[src/rtl/jk_counter_ctrl_if.sv]
// Handshake-free control/status bundle for jk_counter_ctrl.
// Master drives count/load controls; slave returns state and excitation.
interface jk_counter_ctrl_if #(
  parameter int WIDTH = 4
);
  logic             EN;
  logic             UD;
  logic             LD;
  logic [WIDTH-1:0] D;
  logic [WIDTH-1:0] Q;
  logic [WIDTH-1:0] J;
  logic [WIDTH-1:0] K;
  logic             CO;
  logic             ERR;

  modport master (
    output EN, UD, LD, D,
    input  Q, J, K, CO, ERR
  );

  modport slave (
    input  EN, UD, LD, D,
    output Q, J, K, CO, ERR
  );
endinterface

[src/rtl/jk_counter_ctrl.sv]
// Modulo-N up/down counter with parallel load that also exports
// JK excitation for a mirror bank of JK flip-flops on the same clock.
module jk_counter_ctrl #(
  parameter int WIDTH   = 4,
  parameter int MODULUS = 10
) (
  input  logic               CK,
  input  logic               RB,
  jk_counter_ctrl_if.slave   bus
);
  localparam logic [WIDTH:0]   LP_MOD = (WIDTH+1)'(MODULUS);
  localparam logic [WIDTH-1:0] LP_MAX = WIDTH'(MODULUS - 1);

  logic [WIDTH-1:0] r_q;
  logic             r_co;
  logic             r_err;

  logic [WIDTH-1:0] w_qnext;
  logic             w_wrap;
  logic             w_err;

  // Compare against the bound before stepping so nothing overflows WIDTH.
  always_comb begin
    w_qnext = r_q;
    w_wrap  = 1'b0;
    w_err   = 1'b0;
    if (!RB) begin
      w_qnext = '0;
    end else if (bus.LD) begin
      if ({1'b0, bus.D} < LP_MOD) begin
        w_qnext = bus.D;
      end else begin
        w_qnext = '0;
        w_err   = 1'b1;
      end
    end else if (bus.EN) begin
      if (bus.UD) begin
        if (r_q == LP_MAX) begin
          w_qnext = '0;
          w_wrap  = 1'b1;
        end else begin
          w_qnext = r_q + WIDTH'(1);
        end
      end else begin
        if (r_q == '0) begin
          w_qnext = LP_MAX;
          w_wrap  = 1'b1;
        end else begin
          w_qnext = r_q - WIDTH'(1);
        end
      end
    end
  end

  always_ff @(posedge CK) begin
    if (!RB) begin
      r_q   <= '0;
      r_co  <= 1'b0;
      r_err <= 1'b0;
    end else begin
      r_q   <= w_qnext;
      r_co  <= w_wrap;
      r_err <= w_err;
    end
  end

  // Set only rising bits, reset only falling bits; J&K is never both 1.
  assign bus.J   = ~r_q & w_qnext;
  assign bus.K   = r_q & ~w_qnext;
  assign bus.Q   = r_q;
  assign bus.CO  = r_co;
  assign bus.ERR = r_err;
endmodule
[src/flat_wrapper.sv]
// flat-port wrapper written by rule: the top's interface ports become plain ports
module jk_counter_ctrl_flat 
#(
  parameter int WIDTH   = 4,
  parameter int MODULUS = 10
)
  (CK, RB, bus_EN, bus_UD, bus_LD, bus_D, bus_Q, bus_J, bus_K, bus_CO, bus_ERR);
  jk_counter_ctrl_if #(.WIDTH(WIDTH)) bus_i ();
  input  logic CK;
  input  logic RB;
  input wire logic [$bits(bus_i.EN)-1:0] bus_EN;
  input wire logic [$bits(bus_i.UD)-1:0] bus_UD;
  input wire logic [$bits(bus_i.LD)-1:0] bus_LD;
  input wire logic [$bits(bus_i.D)-1:0] bus_D;
  output wire logic [$bits(bus_i.Q)-1:0] bus_Q;
  output wire logic [$bits(bus_i.J)-1:0] bus_J;
  output wire logic [$bits(bus_i.K)-1:0] bus_K;
  output wire logic [$bits(bus_i.CO)-1:0] bus_CO;
  output wire logic [$bits(bus_i.ERR)-1:0] bus_ERR;
  assign bus_i.EN = bus_EN;
  assign bus_i.UD = bus_UD;
  assign bus_i.LD = bus_LD;
  assign bus_i.D = bus_D;
  assign bus_Q = bus_i.Q;
  assign bus_J = bus_i.J;
  assign bus_K = bus_i.K;
  assign bus_CO = bus_i.CO;
  assign bus_ERR = bus_i.ERR;
  jk_counter_ctrl #(.WIDTH(WIDTH), .MODULUS(MODULUS)) u_core (.CK(CK), .RB(RB), .bus(bus_i));
endmodule
[config.mk]
export PLATFORM = sky130hd
export DESIGN_NAME = jk_counter_ctrl_flat
export DESIGN_NICKNAME = d
export VERILOG_FILES = /design/src/rtl/jk_counter_ctrl_if.sv /design/src/rtl/jk_counter_ctrl.sv /design/src/flat_wrapper.sv
export SDC_FILE = /design/constraint.sdc
export NUM_CORES = 1
export LEC_CHECK = 0
export BUFFER_PORTS_ARGS = -buffer_cell sky130_fd_sc_hd__buf_4
export CAP_MARGIN = 20
export CORE_MARGIN = 4
export CORE_UTILIZATION = 41
export DETAILED_ROUTE_END_ITERATION = 16
export GPL_TIMING_DRIVEN = 0
export PLACE_DENSITY = 0.72
export SLEW_MARGIN = 15
export SYNTH_ARGS = -nofsm -noshare
export SYNTH_HDL_FRONTEND = slang
export SYNTH_SLANG_ARGS = --single-unit
[constraint.sdc]
create_clock -name CK -period 1.58 [get_ports CK]
set_input_delay 0.079 -clock CK [delete_from_list [all_inputs] [get_ports CK]]
set_output_delay 0.079 -clock CK [all_outputs]
set_load 0.05 [all_outputs]
# ---- After elaboration in Yosys (flattened, before gate mapping)
# Cells that the tools add are included.
dict set report op_classes {
  addsub 2
  mux 11
  n_eq_ne 1
  order_cmp 1
  bitwise 6
  n_reduce_logical 3
}
# op n
set op_table {}
lappend op_table {{4-bit 2-to-1 mux} 7}
lappend op_table {{4-bit bitwise AND} 2}
lappend op_table {{4-bit inverter} 2}
lappend op_table {{4-bit by 1-bit adder with 4-bit output, second input constant} 1}
lappend op_table {{4-bit equality test, second input constant} 1}
lappend op_table {{4-bit zero test} 1}
lappend op_table {{4-bit less-than comparator, second input constant} 1}
lappend op_table {{1-bit 2-to-1 mux} 4}
lappend op_table {{4-bit by 1-bit subtractor with 4-bit output, second input constant} 1}
lappend op_table {{3-bit OR reduction} 1}
lappend op_table {{1-bit inverter} 2}
lappend op_table {{2-bit AND reduction} 1}
dict set report word_totals {
  ff_bits 6
  word_cells 27
  output_inout_bits 14
  inputBits 9
}

# ---- Logic depth before layout (Yosys ltp)
dict set report logic_depth {
  depth_word 8
  mapped_depth 6
  depth_no_buf 6
}

# ---- Worst setup path before layout
# Ideal clock, no wire load.
dict set report synth_timing {
  path_type {reg-to-output}
  from {reg u_core.r_q[1] (netlist: u_core.bus.Q[1])}
  to {out bus_J[3]}
  arrival_time_ps 2773
  path_stages_with_launch 7
  path_buffers 0
  required_ps 1501
  path_slack_ps -1272
  path_cell_list {dfxtp_1 > inv_1 > ha_1 > nand4b_1 > and2_1 > o211ai_1 > a211oi_1}
}
dict set report synth_via {
  elab_chain_cells 7
  elab_cells_between_ends 11
  cone_classes {2 x add/sub; 1 x eq/ne; 6 x mux; 1 x bitwise; 1 x reduce/logical}
}
# element line
set synth_rtl {}
lappend synth_rtl {{from (decl)} jk_counter_ctrl.sv:14} ;# logic [WIDTH-1:0] r_q;
lappend synth_rtl {{from (signal assigned)} jk_counter_ctrl.sv:61} ;# r_q <= w_qnext;
lappend synth_rtl {{4-bit by 1-bit subtractor with 4-bit output (tied with other cells)} jk_counter_ctrl.sv:49} ;# w_qnext = r_q - WIDTH'(1);
lappend synth_rtl {{4-bit 2-to-1 mux, on equally long branches} {jk_counter_ctrl.sv:45, jk_counter_ctrl.sv:38}}
lappend synth_rtl {{4-bit 2-to-1 mux (*)} jk_counter_ctrl.sv:37} ;# if (bus.UD) begin
lappend synth_rtl {{4-bit 2-to-1 mux (*)} jk_counter_ctrl.sv:36} ;# end else if (bus.EN) begin
lappend synth_rtl {{4-bit 2-to-1 mux (*)} jk_counter_ctrl.sv:29} ;# end else if (bus.LD) begin
lappend synth_rtl {{4-bit 2-to-1 mux (*)} jk_counter_ctrl.sv:27} ;# if (!RB) begin
lappend synth_rtl {{4-bit bitwise AND (*)} jk_counter_ctrl.sv:68} ;# assign bus.J = ~r_q & w_qnext;
lappend synth_rtl {{to (decl)} flat_wrapper.sv:16} ;# output wire logic [$bits(bus_i.J)-1:0] bus_J;
# Mark *: on every way between the ends. The rest lies on a longest branch, timed or not.

# ---- Final worst setup path
dict set report layout_timing {
  from {reg u_core.r_q[2] (netlist: u_core.bus.Q[2])}
  to {out bus_K[3]}
}
dict set report layout_via {
  elab_chain_cells 8
  elab_cells_between_ends 12
  cone_classes {2 x add/sub; 1 x eq/ne; 6 x mux; 2 x bitwise; 1 x reduce/logical}
}
# element line
set layout_rtl {}
lappend layout_rtl {{4-bit by 1-bit subtractor with 4-bit output (tied with other cells)} jk_counter_ctrl.sv:49}
lappend layout_rtl {{4-bit 2-to-1 mux, on equally long branches} {jk_counter_ctrl.sv:45, jk_counter_ctrl.sv:38}}
lappend layout_rtl {{4-bit 2-to-1 mux (*)} jk_counter_ctrl.sv:37}
lappend layout_rtl {{4-bit 2-to-1 mux (*)} jk_counter_ctrl.sv:36}
lappend layout_rtl {{4-bit 2-to-1 mux (*)} jk_counter_ctrl.sv:29}
lappend layout_rtl {{4-bit 2-to-1 mux (*)} jk_counter_ctrl.sv:27}
lappend layout_rtl {{4-bit inverter (*)} jk_counter_ctrl.sv:69} ;# assign bus.K = r_q & ~w_qnext;
lappend layout_rtl {{4-bit bitwise AND (*)} jk_counter_ctrl.sv:69}
lappend layout_rtl {{to (decl)} flat_wrapper.sv:17} ;# output wire logic [$bits(bus_i.K)-1:0] bus_K;
# Marked as above.

==> summary.txt <==
Run status
  • Status: finished with violations
  • Failing checks: negative setup slack

Clock network
  • Register clock-pin slew on the reported worst setup and hold paths: 0.04 ns
  • Number of H-tree branching levels: 1
  • Num CTS Buffers: 3
  • Clock buffer depth: 2
  • CTS sink count: 6
  • Clk Latency, worst-skew pair: roughly 0.24 ns
  • CTS tree: done
  • Clock root buffer: clkbuf_4
  • # hold bufs at CTS: 0

GRT
  • Grt ovf: 0
  • Initial antenna violation count: 0
  • Global-route wire length before repair: ~3500 microns
  • Vias in the first global route: approximately 770
  • Gr usage total: between 20% and 30%
  • Largest net degree at the start of global routing: 11

Floorplan
  • Starting Density: a little over two fifths
  • # IOs: 23
  • Die ar.: roughly 2000 sq um
  • Row cnt: 13
  • Std-Cell Core Area: about 1300 sq um
  • Die height: roughly 45 microns
  • Die width: ~45 microns

Finish
  • Layout cells sized above 1: 63.41%
  • Multi-input gate area: between 500 and 600 sq um
  • Final Core Density: 89.23%
  • Diode count: 0
  • Final-stage net count: approximately 140
  • Commonest non-fill, non-tap cells in the layout: buf_4, buf_6, nand2_1
  • Register area: 135.1 sq um
  • Fillcell total: 63
  • P&R area growth vs syn: 106.7%
  • Commonest non-fill, non-tap cell in the layout: buf_4

Routing
  • Initial drt markers: 27
  • Avg WL per Cell: approximately 17 microns
  • DRC viols: 0
  • Routed Antenna Nets: 0
  • Via/cell ratio: about 6
  • Final wirelength: between 2000 and 2500 microns
  • Via count: around 830
  • Initial DRT Pass Iterations: 4

Critical path
  • Critical Path Fanout Max: 3
  • R2R Path End: u_core.bus.Q[1]
  • Reg-to-reg slack, setup: -0.04 ns
  • Worst R2R Start: u_core.bus.Q[1]
  • Worst EP required: 1.50 ns
  • FF-to-FF path depth: 8
  • Crit start category: register
  • Worst path arrival time: 1.90 ns
  • Critical path class: register to output port
  • Crit path capture type: output port

Power and ir drop
  • P_leak: 0.4787 nW
  • P_sw: ~310 uW
  • Pwr dens: about 630 nW/um^2
  • Clock network fraction of design power: a little under a fifth
  • VDD IR max: about 0.30 mV
  • Overall power: around 740 uW
  • Combinational share of power: 58.5%
  • Int Power: between 400 and 500 uW
  • Register share of total power: between 20% and 30%
  • Sw Share: 41.98%

Timing
  • Fin worst setup slack: -0.3973 ns
  • RSZ-0062 raised after global routing: yes
  • Setup Viol. Count Final: 10
  • Crit path time final: 1.977 ns
  • Worst-Margin Slew: ~0.55 ns
  • Tightest hold margin: between 0.2 and 0.25 ns
  • Slew margin rel.: 63.55%
  • Fin. Hold Viols: 0
  • Period utilization: 125.1%
  • Fmax: roughly 510 MHz
  • Fin. max-slew vios: 0
  • Setup Skew: around 0.0013 ns

Flow run
  • Max cap viols: 0

Logic synthesis
  • Gate Count Post-Synth: just over 80
  • Yosys reg bits: 6
  • Register area share after synthesis: approximately a fifth
  • Syn nets: 93
  • Synthesized area per cell: around 7 sq um
  • Synth Warn #: 0
  • Distinct cell type count after synthesis: 34
  • Cell Area, Synth: between 500 and 600 sq um

Placed design
  • PortBufs: 20
  • RePlAce Congestion: roughly 0.74
  • Place WS: -0.2827 ns
  • Final HPWL DP: about 1200 microns

Hold path
  • Min-Delay Startpoint: bus_EN
  • Hold Crit Class: input pin to register
  • Hold Path Cell Cnt: 3
  • Worst Hold Path EP: u_core.bus.Q[0]
-- final cells by class --
cell class,instances,area share (%)
Tap cell,15,1.616
Buffer,3,1.616
Sequential cell,6,11.64
Multi-Input combinational cell,65,50.97
Timing Repair Buffer,40,30.06
Clock buffer,3,1.940
Inverter,6,2.155
-- Yosys cell counts, drive strengths merged --
cell type	count	area share (%)
nand2b	1	1.1
nor3	2	1.8
a41oi	1	1.6
o21a	2	2.7
buf	2	2.2
nand4b	1	1.6
a311oi	1	2.7
or4b	1	1.8
inv	6	4.0
and4	1	1.8
o31ai	1	1.3
a211o	1	1.6
nand3	1	0.89
nand2	11	7.3
o21ai	7	6.9
nor2	7	4.7
nor3b	1	1.3
clkbuf	2	1.3
a21oi	9	8.0
a211oi	1	1.3
or2	1	1.1
o211ai	1	1.3
nand4	1	1.1
a31oi	3	3.3
o311a	1	1.8
or2b	1	1.3
ha	3	6.7
a221oi	1	1.6
dfxtp	6	21
nor2b	2	2.2
and2	2	2.2
-- flip-flops by register name (all words and copies together), names as in the netlist --
name            flops
u_core.bus.CO       1
u_core.bus.ERR      1
u_core.bus.Q        4
-- worst max path at each step --
stage,from,to,cells after the start
global placement,bus_LD,bus_K[3],6
floorplan,u_core.bus.Q[1],bus_K[3],4
CTS,u_core.bus.Q[1],bus_K[3],5
detailed placement,bus_LD,bus_K[3],6
global route,u_core.bus.Q[1],bus_K[3],5
finish,u_core.bus.Q[2],bus_K[3],5
-- power by group through the flow --
stage	Sequential [mW]	Combinational [mW]	Clock, mW
after floorplan	0.209	0.191	0
after global placement	0.181	0.295	0
after detailed placement	0.183	0.297	0
after CTS	0.172	0.382	0.134
after global routing	0.174	0.454	0.144
final	0.173	0.431	0.133
-- stage by stage --
step | area [sq um] | instances | setup TNS, ns
floorplan | 681.9 | 81 | -1.238
global placement | 850.8 | 116 | -0.9300
detailed placement | 850.8 | 116 | -0.9995
CTS | 1075 | 135 | -2.087
global route | 1161 | 138 | -2.744
finish | 1161 | 138 | -1.927
-- routing by layer --
metal	GRT usage [%]	wire, microns
met3	2.390	141
met5	0	0
met2	40.68	1107
met1	30.58	934
met4	6.433	118
-- kinds of logic (layout without fill, tap and decap cells) --
group	Yosys count	count (layout)	share of synthesized area, %
AOI/OAI and AO/OA	29	29	34.08
adders and majority gates	3	3	6.682
buffers and inverters	10	52	7.572
DFF	6	6	21.38
and+or+nand+nor	33	33	30.29
-- critical path, stage by stage (launching register included) --
cell and delay, ns:
dfxtp_4 0.34, or4b_1 0.51, o311a_1 0.14, or2_1 0.25, a311oi_4 0.22, buf_6 0.19
-- repair_timing --
| action | in CTS | in global routing |
|---|---|---|
| buffers inserted | 16 | 7 |
| setup endpoints to repair | 11 | 11 |
| pin swaps | 14 | 9 |
| resized for setup | 19 | 17 |
Note: power is estimated with default switching activity, not from simulation.
